$ cat src/rtl/fmrv32im_axil_timer.sv
// fmrv32im_axil_timer: AXI4-Lite down-counting timer with prescaler, auto-reload and level IRQ.
module fmrv32im_axil_timer #(
  parameter int          ADDR_WIDTH = 16,
  parameter logic [31:0] LOAD_INIT  = 32'h0000_0000
) (
  input  logic                  CLK,
  input  logic                  RST,
  input  logic [ADDR_WIDTH-1:0] S_AXI_AWADDR,
  input  logic [3:0]            S_AXI_AWCACHE,
  input  logic [2:0]            S_AXI_AWPROT,
  input  logic                  S_AXI_AWVALID,
  output logic                  S_AXI_AWREADY,
  input  logic [31:0]           S_AXI_WDATA,
  input  logic [3:0]            S_AXI_WSTRB,
  input  logic                  S_AXI_WVALID,
  output logic                  S_AXI_WREADY,
  output logic                  S_AXI_BVALID,
  input  logic                  S_AXI_BREADY,
  output logic [1:0]            S_AXI_BRESP,
  input  logic [ADDR_WIDTH-1:0] S_AXI_ARADDR,
  input  logic [3:0]            S_AXI_ARCACHE,
  input  logic [2:0]            S_AXI_ARPROT,
  input  logic                  S_AXI_ARVALID,
  output logic                  S_AXI_ARREADY,
  output logic [31:0]           S_AXI_RDATA,
  output logic [1:0]            S_AXI_RRESP,
  output logic                  S_AXI_RVALID,
  input  logic                  S_AXI_RREADY,
  output logic                  IRQ
);
  typedef enum logic {W_IDLE, W_RESP} w_state_e;
  typedef enum logic {R_IDLE, R_DATA} r_state_e;
  w_state_e    w_state_q, w_state_d;
  r_state_e    r_state_q, r_state_d;
  logic [2:0]  ctrl_q, ctrl_d;
  logic        expired_q, expired_d, irq_q, irq_d;
  logic [31:0] load_q, load_d, count_q, count_d, rdata_q, rdata_d;
  logic [15:0] prescale_q, prescale_d, pre_q, pre_d;
  logic        aw_fire, ar_fire, wr_ctrl, wr_status, wr_load, wr_pre, tick, expire;
  logic [2:0]  wsel, rsel;
  logic [31:0] wmask, load_new, rmux;
  logic        unused;
  assign unused = ^{S_AXI_AWCACHE, S_AXI_AWPROT, S_AXI_ARCACHE, S_AXI_ARPROT, S_AXI_AWADDR, S_AXI_ARADDR};
  // Handshake readies are gated by RST so the bus sees them low during reset.
  assign S_AXI_AWREADY = aw_fire;
  assign S_AXI_WREADY  = aw_fire;
  assign S_AXI_ARREADY = (r_state_q == R_IDLE) & ~RST;
  assign S_AXI_BVALID  = (w_state_q == W_RESP);
  assign S_AXI_RVALID  = (r_state_q == R_DATA);
  assign S_AXI_BRESP   = 2'b00;
  assign S_AXI_RRESP   = 2'b00;
  assign S_AXI_RDATA   = rdata_q;
  assign IRQ           = irq_q;
  always_comb begin
    aw_fire    = (w_state_q == W_IDLE) & S_AXI_AWVALID & S_AXI_WVALID & ~RST;
    ar_fire    = S_AXI_ARREADY & S_AXI_ARVALID;
    wsel       = S_AXI_AWADDR[4:2];
    rsel       = S_AXI_ARADDR[4:2];
    wmask      = {{8{S_AXI_WSTRB[3]}}, {8{S_AXI_WSTRB[2]}}, {8{S_AXI_WSTRB[1]}}, {8{S_AXI_WSTRB[0]}}};
    wr_ctrl    = aw_fire & (wsel == 3'd0) & S_AXI_WSTRB[0];
    wr_status  = aw_fire & (wsel == 3'd1) & S_AXI_WSTRB[0] & S_AXI_WDATA[0];
    wr_load    = aw_fire & (wsel == 3'd2);
    wr_pre     = aw_fire & (wsel == 3'd4);
    tick       = ctrl_q[0] & (pre_q == prescale_q);
    expire     = tick & (count_q == '0);
    pre_d      = (ctrl_q[0] & ~tick) ? pre_q + 16'd1 : '0;
    load_new   = (load_q & ~wmask) | (S_AXI_WDATA & wmask);
    load_d     = wr_load ? load_new : load_q;
    // LOAD write beats decrement/reload; CTRL write beats one-shot EN clear; expiry beats W1C.
    count_d    = wr_load ? load_new :
                 !tick ? count_q :
                 (count_q != '0) ? count_q - 32'd1 :
                 ctrl_q[1] ? load_q : count_q;
    ctrl_d     = wr_ctrl ? S_AXI_WDATA[2:0] : {ctrl_q[2:1], ctrl_q[0] & ~(expire & ~ctrl_q[1])};
    expired_d  = expire | (expired_q & ~wr_status);
    prescale_d = wr_pre ? (prescale_q & ~wmask[15:0]) | (S_AXI_WDATA[15:0] & wmask[15:0]) : prescale_q;
    irq_d      = expired_q & ctrl_q[2];
    rmux       = (rsel == 3'd0) ? {29'd0, ctrl_q} :
                 (rsel == 3'd1) ? {31'd0, expired_q} :
                 (rsel == 3'd2) ? load_q :
                 (rsel == 3'd3) ? count_q :
                 (rsel == 3'd4) ? {16'd0, prescale_q} : '0;
    rdata_d    = ar_fire ? rmux : rdata_q;
    w_state_d  = (w_state_q == W_IDLE) ? (aw_fire ? W_RESP : W_IDLE) : (S_AXI_BREADY ? W_IDLE : W_RESP);
    r_state_d  = ar_fire ? R_DATA : ((r_state_q == R_DATA) & S_AXI_RREADY) ? R_IDLE : r_state_q;
  end
  always_ff @(posedge CLK) begin
    if (RST) begin
      w_state_q  <= W_IDLE;
      r_state_q  <= R_IDLE;
      ctrl_q     <= '0;
      expired_q  <= 1'b0;
      irq_q      <= 1'b0;
      load_q     <= LOAD_INIT;
      count_q    <= LOAD_INIT;
      prescale_q <= '0;
      pre_q      <= '0;
      rdata_q    <= '0;
    end else begin
      w_state_q  <= w_state_d;
      r_state_q  <= r_state_d;
      ctrl_q     <= ctrl_d;
      expired_q  <= expired_d;
      irq_q      <= irq_d;
      load_q     <= load_d;
      count_q    <= count_d;
      prescale_q <= prescale_d;
      pre_q      <= pre_d;
      rdata_q    <= rdata_d;
    end
  end
endmodule

$ cat config.mk
export PLATFORM = sky130hd
export DESIGN_NAME = fmrv32im_axil_timer
export DESIGN_NICKNAME = d
export VERILOG_FILES = /design/src/rtl/fmrv32im_axil_timer.sv
export SDC_FILE = /design/constraint.sdc
export NUM_CORES = 1
export LEC_CHECK = 0
export BUFFER_PORTS_ARGS = -buffer_cell sky130_fd_sc_hd__buf_2
export CELL_PAD_IN_SITES_DETAIL_PLACEMENT = 0
export CELL_PAD_IN_SITES_GLOBAL_PLACEMENT = 1
export CORE_AREA = 2 2 130 132
export CTS_BUF_LIST = sky130_fd_sc_hd__clkbuf_4 sky130_fd_sc_hd__clkbuf_8 sky130_fd_sc_hd__clkbuf_16
export DETAILED_ROUTE_END_ITERATION = 10
export DIE_AREA = 0 0 132 134
export GPL_TIMING_DRIVEN = 0
export HOLD_SLACK_MARGIN = 0.1
export PLACE_DENSITY_LB_ADDON = 0.1
export RECOVER_POWER = 50
export SKIP_LAST_GASP = 1
export SYNTH_ARGS = -nofsm -noshare
export SYNTH_HDL_FRONTEND = slang
export SYNTH_SLANG_ARGS = --single-unit
$ cat constraint.sdc
create_clock -name CLK -period 6.44 [get_ports CLK]
set_input_delay 0.644 -clock CLK [delete_from_list [all_inputs] [get_ports CLK]]
set_output_delay 0.644 -clock CLK [all_outputs]
set_load 0.01 [all_outputs]
==> run_results.csv, run 1 <==
group,metric,value,unit
sta,drv_slew,0,
logic_synthesis,yosys-top-cells-area,"dfxtp_1 38%, a21oi_1 8.6%, nor2_1 6.7%",
floorplanning,die_width,132,um
drt,viasPerCell,5.62,
worst_setup_path,cp.arrival,3410,ps
power,internal_power,1.46,mW
worst_setup_path,critPathMaxFanout,10,
sta,finalHoldViolations,0,
power,max-vdd-ir-drop,0.184,mV
finish,stdcell_count,1226,
clock_network,cts_resized,0,
global_route,grt-ovfl-total,0,
power,clockPowerShare,48.1,%
worst_setup_path,critPathLaunchType,"input port",
place,portBuffers,85,
clock_network,h-tree-depth,4,
clock_network,numCtsBuffers,17,
sta,fmax,0.319,GHz
power,seq_power_share,43.1,%
drt,drc_errors,0,
global_route,grt_pass1_vias,6481,
power,combPwrFrac,8.8,%
logic_synthesis,synthCells,886,
clock_network,cts_tree,"yes",
place,placedCellCount,1194,
logic_synthesis,synth_flop_cell,"dfxtp_1",
drt,wl_per_cell,19.5,um
hold_path,min_from,"S_AXI_RREADY",
power,p_sw,0.499,mW
logic_synthesis,synth-edff-count,0,
logic_synthesis,async_flop_share,0,%
drt,drt-total-wl,23.9,mm
clock_network,clk_pin_slew,60,ps
clock_network,cts_sinks,135,
drt,first_iter_violations,602,
logic_synthesis,ys_seq_elements,135,
worst_setup_path,cp-end-kind,"flop",
drt,vias,6886,
sta,fin_crit,3130,ps
worst_setup_path,r2r_start,"S_AXI_BVALID",
logic_synthesis,synth-seq-area-share,38.4,%
clock_network,cts_root_buffer,"clkbuf_16",
worst_setup_path,cp_slowest_cell,"clkbuf_1",
global_route,grt_max_degree,17,
logic_synthesis,synth_common_cells,"135 x dfxtp_1, 126 x nor2_1, 121 x a21oi_1",
sta,tns,0,ps
finish,num_antenna_cells,0,
logic_synthesis,syn-cell-area,7030,sq um
power,powerDensity,237,nW/um^2
worst_setup_path,cp_common_cell,"clkbuf_1",
clock_network,worst_skew_pair.late_latency,420,ps
finish,fin_nets,1085,
status,status,"finished, final reports clean",
worst_setup_path,worstSetupPathType,"input port to flop",
global_route,globalRouteTotalUtil,27.1,%
finish,drive_gt1_share,12.8,%
power,p_total,1.95,mW
logic_synthesis,synth.distinct_cells,72,
clock_network,clk_path_buf_depth,2,
clock_network,hold_buffers,0,
sta,fin_hold_ws,399,ps
sta,worstMarginPinSlew,1050,ps
logic_synthesis,yosysMostFrequentCell,"dfxtp_1",
floorplanning,rows,47,
worst_setup_path,cp_data_required_time,6710,ps
floorplanning,core-area,16300,sq um
power,leakagePower,2.99,nW
logic_synthesis,syn_area_per_cell,7.94,sq um
power,p_sw_share,25.5,%
sta,slew_headroom,29.6,%
clock_network,cts_setup_buffers,0,
drt,ant_nets,0,
drt,drt_first_pass_iters,6,
sta,skew,7.51,ps
run,max-cap-violations,0,
logic_synthesis,synth_warnings,0,
worst_setup_path,cp_cell_sequence,"clkbuf_1 -> nor4bb_1 -> clkbuf_1 -> and2_0 -> buf_2 -> nand2_1 -> clkbuf_1 -> o221ai_1 -> a211oi_2",
floorplanning,initial_core_util,43.2,%
finish,area_delta_synth_final,17.4,%
logic_synthesis,synth_top_area_share,38.4,%
floorplanning,fp.dieH,134,um
place,place_hpwl,17.8,mm
worst_setup_path,crit_start,"RST",
floorplanning,io_pins,131,
worst_setup_path,cp_slowest_stage_delay,580,ps
floorplanning,dieArea,17700,sq um
hold_path,hp-class,"input port to flop",
sta,setup_violations,0,
place,gp_congestion,0.942,
sta,min_period_over_period,48.7,%
global_route,antenna_found_initial,0,
logic_synthesis,synth_area_leader_cell,"dfxtp_1",
global_route,grt_pass1_wl,37.0,mm
sta,rsz0062_at_grt,"false",
[cells by family after synthesis]
group | count (synthesis) | synth area share [%]
AND/OR/NAND/NOR | 338 | 22.7
AO/OA/AOI/OAI | 242 | 22.3
other | 1 | 0.0533
multiplexers | 41 | 5.87
flip-flops | 135 | 38.4
adder cells (fa/ha/maj) | 3 | 0.534
XOR/XNOR | 35 | 4.36
buffers and inverters | 91 | 5.82
[power groups by stage]
stage / Clock, mW / Combinational [mW] / Sequential (mW)
global placement: 0 / 0.169 / 0.861
floorplan: 0 / 0.0972 / 0.861
CTS: 0.948 / 0.169 / 0.843
finish: 0.941 / 0.171 / 0.843
detailed placement: 0 / 0.168 / 0.861
global route: 0.985 / 0.184 / 0.843
[path summary, 6_finish.rpt]
check / endpoint / slack [ps] / cells after the start
max: count_q[24] / 3310 / 9
min: S_AXI_RVALID / 400 / 2
max reg2reg: count_q[24] / 3400 / 8
min reg2reg: S_AXI_RDATA[2] / 470 / 2
[worst max-delay path, delay by kind of cell]
kind	cells	cell delay (ps)
AOI/OAI and AO/OA	2	370
buffers and inverters	4	1400
and+or+nand+nor	3	980
[per-layer routing]
layer  GRT usage, %  wire length [um]  part of all wire [%]
met4           5.98               309                   1.3
met2           42.0             10500                    44
met3           5.63              1700                   7.1
met1           38.9             11400                    48
met5              0                 0                     0
[cell usage in the layout (no fill, tap or decap), drive strengths merged, types with 3 or more instances in the layout]
master and instances:
nand2b 3, clkinv 7, xor2 10, nor4 9, inv 27, o21ai 42, o41ai 3, a221oi 6
nor4b 3, clkbuf 103, nand4 11, a31oi 8, o22ai 3, a221o 3, ha 3, a21oi 122
nand3 34, nand2 97, conb 4, nor3 29, o221ai 14, and2 5, a211oi 12, nor2 127
xnor2 25, nor2b 4, a211o 4, o31ai 4, buf 69, a21o 3, mux2i 39, dfxtp 135
and3 9
[final cells by class]
cell class | instances | area, sq um
Sequential cell | 135 | 2700
Clock buffer | 24 | 484
Multi-Input combinational cell | 663 | 3930
Fill cell | 1681 | 8040
Timing Repair Buffer | 85 | 379
Clock inverter | 8 | 75.1
Tap cell | 220 | 275
Buffer | 63 | 303
Inverter | 28 | 105
[metrics by stage]
step | cell area, sq um | utilization [%] | setup WS (ps)
after floorplan | 7040 | - | 4050
after global placement | 7740 | 47.5 | 3040
after detailed placement | 7740 | 47.5 | 3030
after CTS | 8300 | 51.0 | 3490
after global routing | 8250 | 50.7 | 3130
final | 8250 | 50.7 | 3310
No activity file was read; power rests on OpenSTA's default activity.
==> run 2: changes to the inputs <==
--- a/config.mk
+++ b/config.mk
@@ -8,10 +8,10 @@
 export BUFFER_PORTS_ARGS = -buffer_cell sky130_fd_sc_hd__buf_2
 export CELL_PAD_IN_SITES_DETAIL_PLACEMENT = 0
 export CELL_PAD_IN_SITES_GLOBAL_PLACEMENT = 1
-export CORE_AREA = 2 2 130 132
+export CORE_AREA = 2 2 141 143
 export CTS_BUF_LIST = sky130_fd_sc_hd__clkbuf_4 sky130_fd_sc_hd__clkbuf_8 sky130_fd_sc_hd__clkbuf_16
 export DETAILED_ROUTE_END_ITERATION = 10
-export DIE_AREA = 0 0 132 134
+export DIE_AREA = 0 0 143 145
 export GPL_TIMING_DRIVEN = 0
 export HOLD_SLACK_MARGIN = 0.1
 export PLACE_DENSITY_LB_ADDON = 0.1
==> constraint.sdc (replaced) <==
create_clock -name CLK -period 2.6 [get_ports CLK]
set_input_delay 0.26 -clock CLK [delete_from_list [all_inputs] [get_ports CLK]]
set_output_delay 0.26 -clock CLK [all_outputs]
set_load 0.01 [all_outputs]
==> run 2 against run 1 <==
- sequential cell count did not move
- wire length rose by 6.0%
- setup slack got worse by 3200 ps
- highest routed layer unchanged
==> run_results.csv, run 2 (synthesis gave the netlist of run 1 again) <==
group,metric,value,unit
finish,final_cell_area,8680,sq um
floorplanning,initial_core_util,36.6,%
worst_setup_path,cp.arrival,2800,ps
hold_path,hp-class,"input port to flop",
run,max-cap-violations,0,
finish,layout.cells.most_common,"dfxtp_1",
floorplanning,dieArea,20700,sq um
clock_network,clk_path_buf_depth,2,
global_route,grt_pass1_vias,6544,
worst_setup_path,cp_data_required_time,2910,ps
clock_network,clk_pin_slew,60,ps
drt,drt-total-wl,25.4,mm
drt,viasPerCell,5.36,
worst_setup_path,critPathLaunchType,"flop",
place,gp_congestion,0.903,
clock_network,cts_sinks,135,
finish,final_cell_mix,"135 x dfxtp_1, 125 x nor2_1, 121 x a21oi_1, 96 x nand2_1, 74 x clkbuf_1",
sta,skew,10.1,ps
place,portBuffers,85,
drt,drc_errors,0,
finish,fin_nets,1105,
clock_network,cts_tree,"yes",
sta,fmax,0.401,GHz
worst_setup_path,worstSetupPathType,"flop to flop",
global_route,grt-ovfl-total,0,
power,powerDensity,589,nW/um^2
worst_setup_path,crit_start,"count_q[0]",
sta,worst_slack,109,ps
worst_setup_path,ff2ff_path_depth,9,
clock_network,numCtsBuffers,17,
place,pre_cts_ws,-311,ps
sta,finalHoldViolations,0,
clock_network,cts_root_buffer,"clkbuf_16",
floorplanning,die_width,143,um
finish,drive_gt1_share,14.3,%
global_route,globalRouteTotalUtil,24.5,%
global_route,grt_pass1_wl,38.6,mm
floorplanning,rows,51,
sta,worstMarginPinSlew,887,ps
drt,first_iter_violations,445,
sta,drv_slew,0,
worst_setup_path,endpoint,"count_q[23]",
drt,vias,6916,
finish,utilization,45.2,%
finish,area_delta_synth_final,23.4,%
sta,min_period_over_period,95.8,%
sta,tns,0,ps
power,leakagePower,3.17,nW
sta,rsz0062_at_grt,"true",
place,place_hpwl,18.9,mm
finish,num_antenna_cells,0,
sta,setup_violations,0,
power,max-vdd-ir-drop,0.412,mV
drt,drt_first_pass_iters,5,
global_route,grt_max_degree,17,
floorplanning,core-area,19200,sq um
clock_network,worst_skew_pair.late_latency,420,ps
worst_setup_path,critPathMaxFanout,10,
place,post_dp_cell_area,7800,sq um
worst_setup_path,cp-end-kind,"flop",
sta,slew_headroom,40.9,%
drt,wl_per_cell,19.6,um
worst_setup_path,r2r-end,"count_q[23]",
status,status,"finished, final reports clean",
drt,ant_nets,0,
sta,fin_crit,2490,ps
worst_setup_path,r2r_slack,110,ps
floorplanning,io_pins,131,
clock_network,h-tree-depth,4,
worst_setup_path,r2r_start,"count_q[0]",
floorplanning,fp.dieH,145,um
global_route,antenna_found_initial,0,
[run 2: area by class of cell]
cell class,count,area [sq um]
clock buffers,24,490
fillers,2011,10500
inverters,28,105
multi-input cells,663,4040
plain buffers,62,309
well taps,265,332
flip-flops and latches,135,2700
clock inverters,8,121
repair buffers,106,576
[run 2: report_power, final]
group          switching (mW)  internal, mW  total [mW]
logic                   0.311         0.158       0.469
registers             0.00909          2.08        2.09
clock network           0.945          1.61        2.56
total                    1.27          3.85        5.11
[run 2: through the flow]
step / hold slack, ps / cells / power, mW
floorplan: 360 / 889 / 2.37
global placement: 458 / 1239 / 2.56
detailed placement: 456 / 1239 / 2.56
CTS: 100 / 1290 / 5.13
global route: 112 / 1291 / 5.26
finish: 115 / 1291 / 5.11
[run 2: worst min-delay path by stage]
stage | startpoint | endpoint | slack, ps | cells after the start
after floorplan | S_AXI_RREADY | S_AXI_RVALID | 360 | 1
final | S_AXI_WDATA[9] | load_q[9] | 120 | 3
after detailed placement | S_AXI_RREADY | S_AXI_RVALID | 460 | 2
after global routing | S_AXI_WDATA[10] | load_q[10] | 110 | 3
after global placement | S_AXI_RDATA[0] | S_AXI_RDATA[0] | 460 | 2
after CTS | S_AXI_WDATA[14] | load_q[14] | 100 | 3
[run 2: what timing repair did]
action                     4_1_cts  5_1_grt
hold endpoints to repair        15        0
setup endpoints to repair       42       42
pin swaps                        2        5
hold buffers                    15        0
gates resized for setup         14        8
setup buffers                    4        2
[run 2: worst max-delay path: stages (launching register included)]
cell	delay, ps
dfxtp_1	330
inv_1	130
ha_1	240
nor4b_4	250
and4_2	350
nand3_4	110
o32ai_4	390
buf_4	290
a211oi_1	70
a211o_1	230
[run 2: per-layer routing]
metal | part of all wire [%] | wire length [um] | track usage (%)
met1 | 49 | 12400 | 36.0
met2 | 45 | 11400 | 37.4
met3 | 5.3 | 1350 | 4.19
met4 | 1.2 | 298 | 5.20
met5 | 0 | 0 | 0
==> run 3: changes to the inputs <==
--- a/config.mk
+++ b/config.mk
@@ -5,13 +5,14 @@
 export SDC_FILE = /design/constraint.sdc
 export NUM_CORES = 1
 export LEC_CHECK = 0
+export ABC_AREA = 1
 export BUFFER_PORTS_ARGS = -buffer_cell sky130_fd_sc_hd__buf_2
 export CELL_PAD_IN_SITES_DETAIL_PLACEMENT = 0
 export CELL_PAD_IN_SITES_GLOBAL_PLACEMENT = 1
-export CORE_AREA = 2 2 141 143
+export CORE_AREA = 2 2 153 155
 export CTS_BUF_LIST = sky130_fd_sc_hd__clkbuf_4 sky130_fd_sc_hd__clkbuf_8 sky130_fd_sc_hd__clkbuf_16
 export DETAILED_ROUTE_END_ITERATION = 10
-export DIE_AREA = 0 0 143 145
+export DIE_AREA = 0 0 155 157
 export GPL_TIMING_DRIVEN = 0
 export HOLD_SLACK_MARGIN = 0.1
 export PLACE_DENSITY_LB_ADDON = 0.1
==> run 3 against run 2 <==
- register-to-register slack improved by 260 ps
- highest routed layer unchanged
- clock power increased by 2%
- first-iteration DRC count rose by 40%
- via count increased by 20%
- global-route usage down 0.21 points
- setup slack improved by 260 ps
==> run_results.csv, run 3 <==
group,metric,value,unit
status,status,"finished, final reports clean",
floorplanning,fp.dieH,157,um
clock_network,clk_path_buf_depth,2,
power,max-vdd-ir-drop,0.348,mV
sta,worst_slack,364,ps
logic_synthesis,synth_flop_cell,"dfxtp_1",
worst_setup_path,cp_slowest_stage_delay,470,ps
power,combPwrFrac,15.0,%
place,gp_congestion,0.917,
place,place_hpwl,22.8,mm
logic_synthesis,ys_seq_elements,135,
global_route,grt_pass1_wl,44.9,mm
logic_synthesis,syn_area_per_cell,6.12,sq um
sta,setup_violations,0,
worst_setup_path,cp_slowest_cell,"clkbuf_1",
drt,wl_per_cell,17.4,um
drt,first_iter_violations,624,
logic_synthesis,yosysMostFrequentCell,"nand2_1",
floorplanning,core-area,22500,sq um
power,leakagePower,4.23,nW
worst_setup_path,critPathMaxFanout,10,
sta,worstMarginPinSlew,838,ps
clock_network,worst_skew_pair.late_latency,430,ps
worst_setup_path,worstSetupPathType,"flop to flop",
worst_setup_path,r2r_slack,360,ps
logic_synthesis,synth_top_area_share,34.7,%
finish,drive_gt1_share,9.40,%
worst_setup_path,cp_cell_sequence,"nor2_4 -> nand3_1 -> nor2_4 -> clkbuf_1 -> buf_2 -> nand2_1 -> nand2_1 -> nor2_1 -> nor2_1",
floorplanning,dieArea,24300,sq um
floorplanning,die_width,155,um
sta,tns,0,ps
sta,fmax,0.447,GHz
worst_setup_path,cp_data_required_time,2970,ps
logic_synthesis,synthCells,1272,
worst_setup_path,r2r-end,"count_q[12]",
clock_network,numCtsBuffers,17,
place,pre_cts_ws,426,ps
logic_synthesis,async_flop_share,0,%
hold_path,hp-class,"input port to flop",
logic_synthesis,synth-edff-count,0,
power,p_sw,1.61,mW
worst_setup_path,endpoint,"count_q[12]",
clock_network,cts_sinks,135,
worst_setup_path,cp.arrival,2600,ps
logic_synthesis,synth_common_cells,"423 x nand2_1, 158 x nor2_1, 135 x dfxtp_1",
clock_network,clk_pin_slew,60,ps
global_route,globalRouteTotalUtil,24.3,%
global_route,antenna_found_initial,0,
worst_setup_path,crit_start,"S_AXI_BVALID",
sta,drv_slew,0,
drt,ant_nets,0,
hold_path,worstHoldPathCells,3,
finish,area_delta_synth_final,17.7,%
power,p_sw_share,29.1,%
worst_setup_path,r2r_start,"S_AXI_BVALID",
sta,finalHoldViolations,0,
run,max-cap-violations,0,
worst_setup_path,cp-end-kind,"flop",
floorplanning,rows,55,
sta,slew_headroom,44.2,%
sta,min_period_over_period,86.0,%
logic_synthesis,synth-seq-area-share,34.7,%
logic_synthesis,synth_area_leader_cell,"dfxtp_1",
logic_synthesis,synth_warnings,0,
finish,final_cell_mix,"423 x nand2_1, 158 x nor2_1, 135 x dfxtp_1, 127 x inv_1, 93 x a21oi_1",
finish,fin_nets,1473,
power,clockPowerShare,47.1,%
power,seq_power_share,37.9,%
sta,skew,10.8,ps
drt,vias,8309,
clock_network,h-tree-depth,4,
clock_network,cts_root_buffer,"clkbuf_16",
clock_network,cts_tree,"yes",
finish,layout.cells.most_common,"nand2_1",
drt,viasPerCell,4.95,
place,portBuffers,84,
worst_setup_path,ff2ff_path_depth,9,
global_route,grt_max_degree,17,
logic_synthesis,yosys-top-cells-area,"dfxtp_1 35%, nand2_1 20%, nor2_1 7.6%",
floorplanning,initial_core_util,34.6,%
power,p_total,5.54,mW
sta,rsz0062_at_grt,"false",
power,powerDensity,605,nW/um^2
logic_synthesis,synth.distinct_cells,40,
global_route,grt_pass1_vias,7902,
sta,fin_crit,2240,ps
global_route,grt-ovfl-total,0,
drt,drc_errors,0,
power,internal_power,3.92,mW
finish,num_antenna_cells,0,
drt,drt-total-wl,29.2,mm
finish,utilization,40.7,%
floorplanning,io_pins,131,
sta,fin_hold_ws,119,ps
drt,drt_first_pass_iters,5,
logic_synthesis,syn-cell-area,7780,sq um
hold_path,min_from,"S_AXI_WDATA[10]",
worst_setup_path,critPathLaunchType,"flop",
==> run 3: cell count changes in the layout (fill, tap and decap cells not counted), moves of 12 or more <==
cell,previous run,this run
dlygate4sd3_1,15,3
xnor2_1,25,7
nand3_1,33,87
o21ai_0,41,75
o22ai_1,3,29
nand2_1,96,423
nor3_1,26,6
mux2i_1,39,0
nor2_1,125,158
inv_1,27,127
a21oi_1,121,93
==> run 3: stage by stage <==
stage	area (sq um)	cells
2_1_floorplan	7790	1275
3_3_place_gp	8570	1644
3_5_place_dp	8570	1644
4_1_cts	9220	1679
5_1_grt	9150	1679
6_report	9150	1679
==> run 3: area by class of cell <==
| cell class | instances | area, sq um |
|---|---|---|
| Buffer | 57 | 288 |
| Clock buffer | 22 | 475 |
| Clock inverter | 10 | 144 |
| Fill cell | 2560 | 13300 |
| Inverter | 134 | 503 |
| Multi-Input combinational cell | 949 | 4280 |
| Sequential cell | 135 | 2700 |
| Tap cell | 285 | 357 |
| Timing Repair Buffer | 87 | 403 |
==> run 3: how the worst min path moves through the flow <==
stage                      end  slack, ps
2_1_floorplan     S_AXI_RVALID        370
3_3_place_gp    S_AXI_RDATA[9]        450
3_5_place_dp   S_AXI_RDATA[29]        460
4_1_cts                   flop        100
5_1_grt                   flop        120
6_report                  flop        120
==> run 3: repair_timing <==
action,in CTS,in global routing
setup buffers,0,0
hold buffers,3,0
endpoints found under the hold margin,3,0
resized for setup,0,0
==> run 3: cell families after synthesis <==
logic type / count (synthesis) / synth area share, %
buffers and inverters: 191 / 10.2
DFF: 135 / 34.7
adders and majority gates: 3 / 0.483
and+or+nand+nor: 710 / 37.9
xor gates and xnor gates: 19 / 2.14
other: 1 / 0.0482
AOI/OAI and AO/OA: 213 / 14.5
==> run 3: critical path, delay by kind of cell, from the launching register on <==
kind / cells / cell delay [ps]
buffers and inverters: 2 / 890
AND/OR/NAND/NOR: 7 / 920
flip-flops: 1 / 340
==> run 3: metal layers <==
metal / vias to the layer above / track usage [%] / routed length, um
met4: 0 / 8.20 / 795
met1: 3817 / 31.1 / 13200
li1: 4263 / - / -
met2: 188 / 42.2 / 14000
met5: - / 0 / 0
met3: 41 / 3.06 / 1200
==> run 3: power by group through the flow <==
stage          combinational [mW]  sequential, mW  clock (mW)
2_1_floorplan               0.543            2.14           0
3_3_place_gp                0.826            2.14           0
3_5_place_dp                0.825            2.14           0
4_1_cts                     0.833            2.09        2.64
5_1_grt                     0.935            2.10        2.72
6_report                    0.831            2.10        2.61
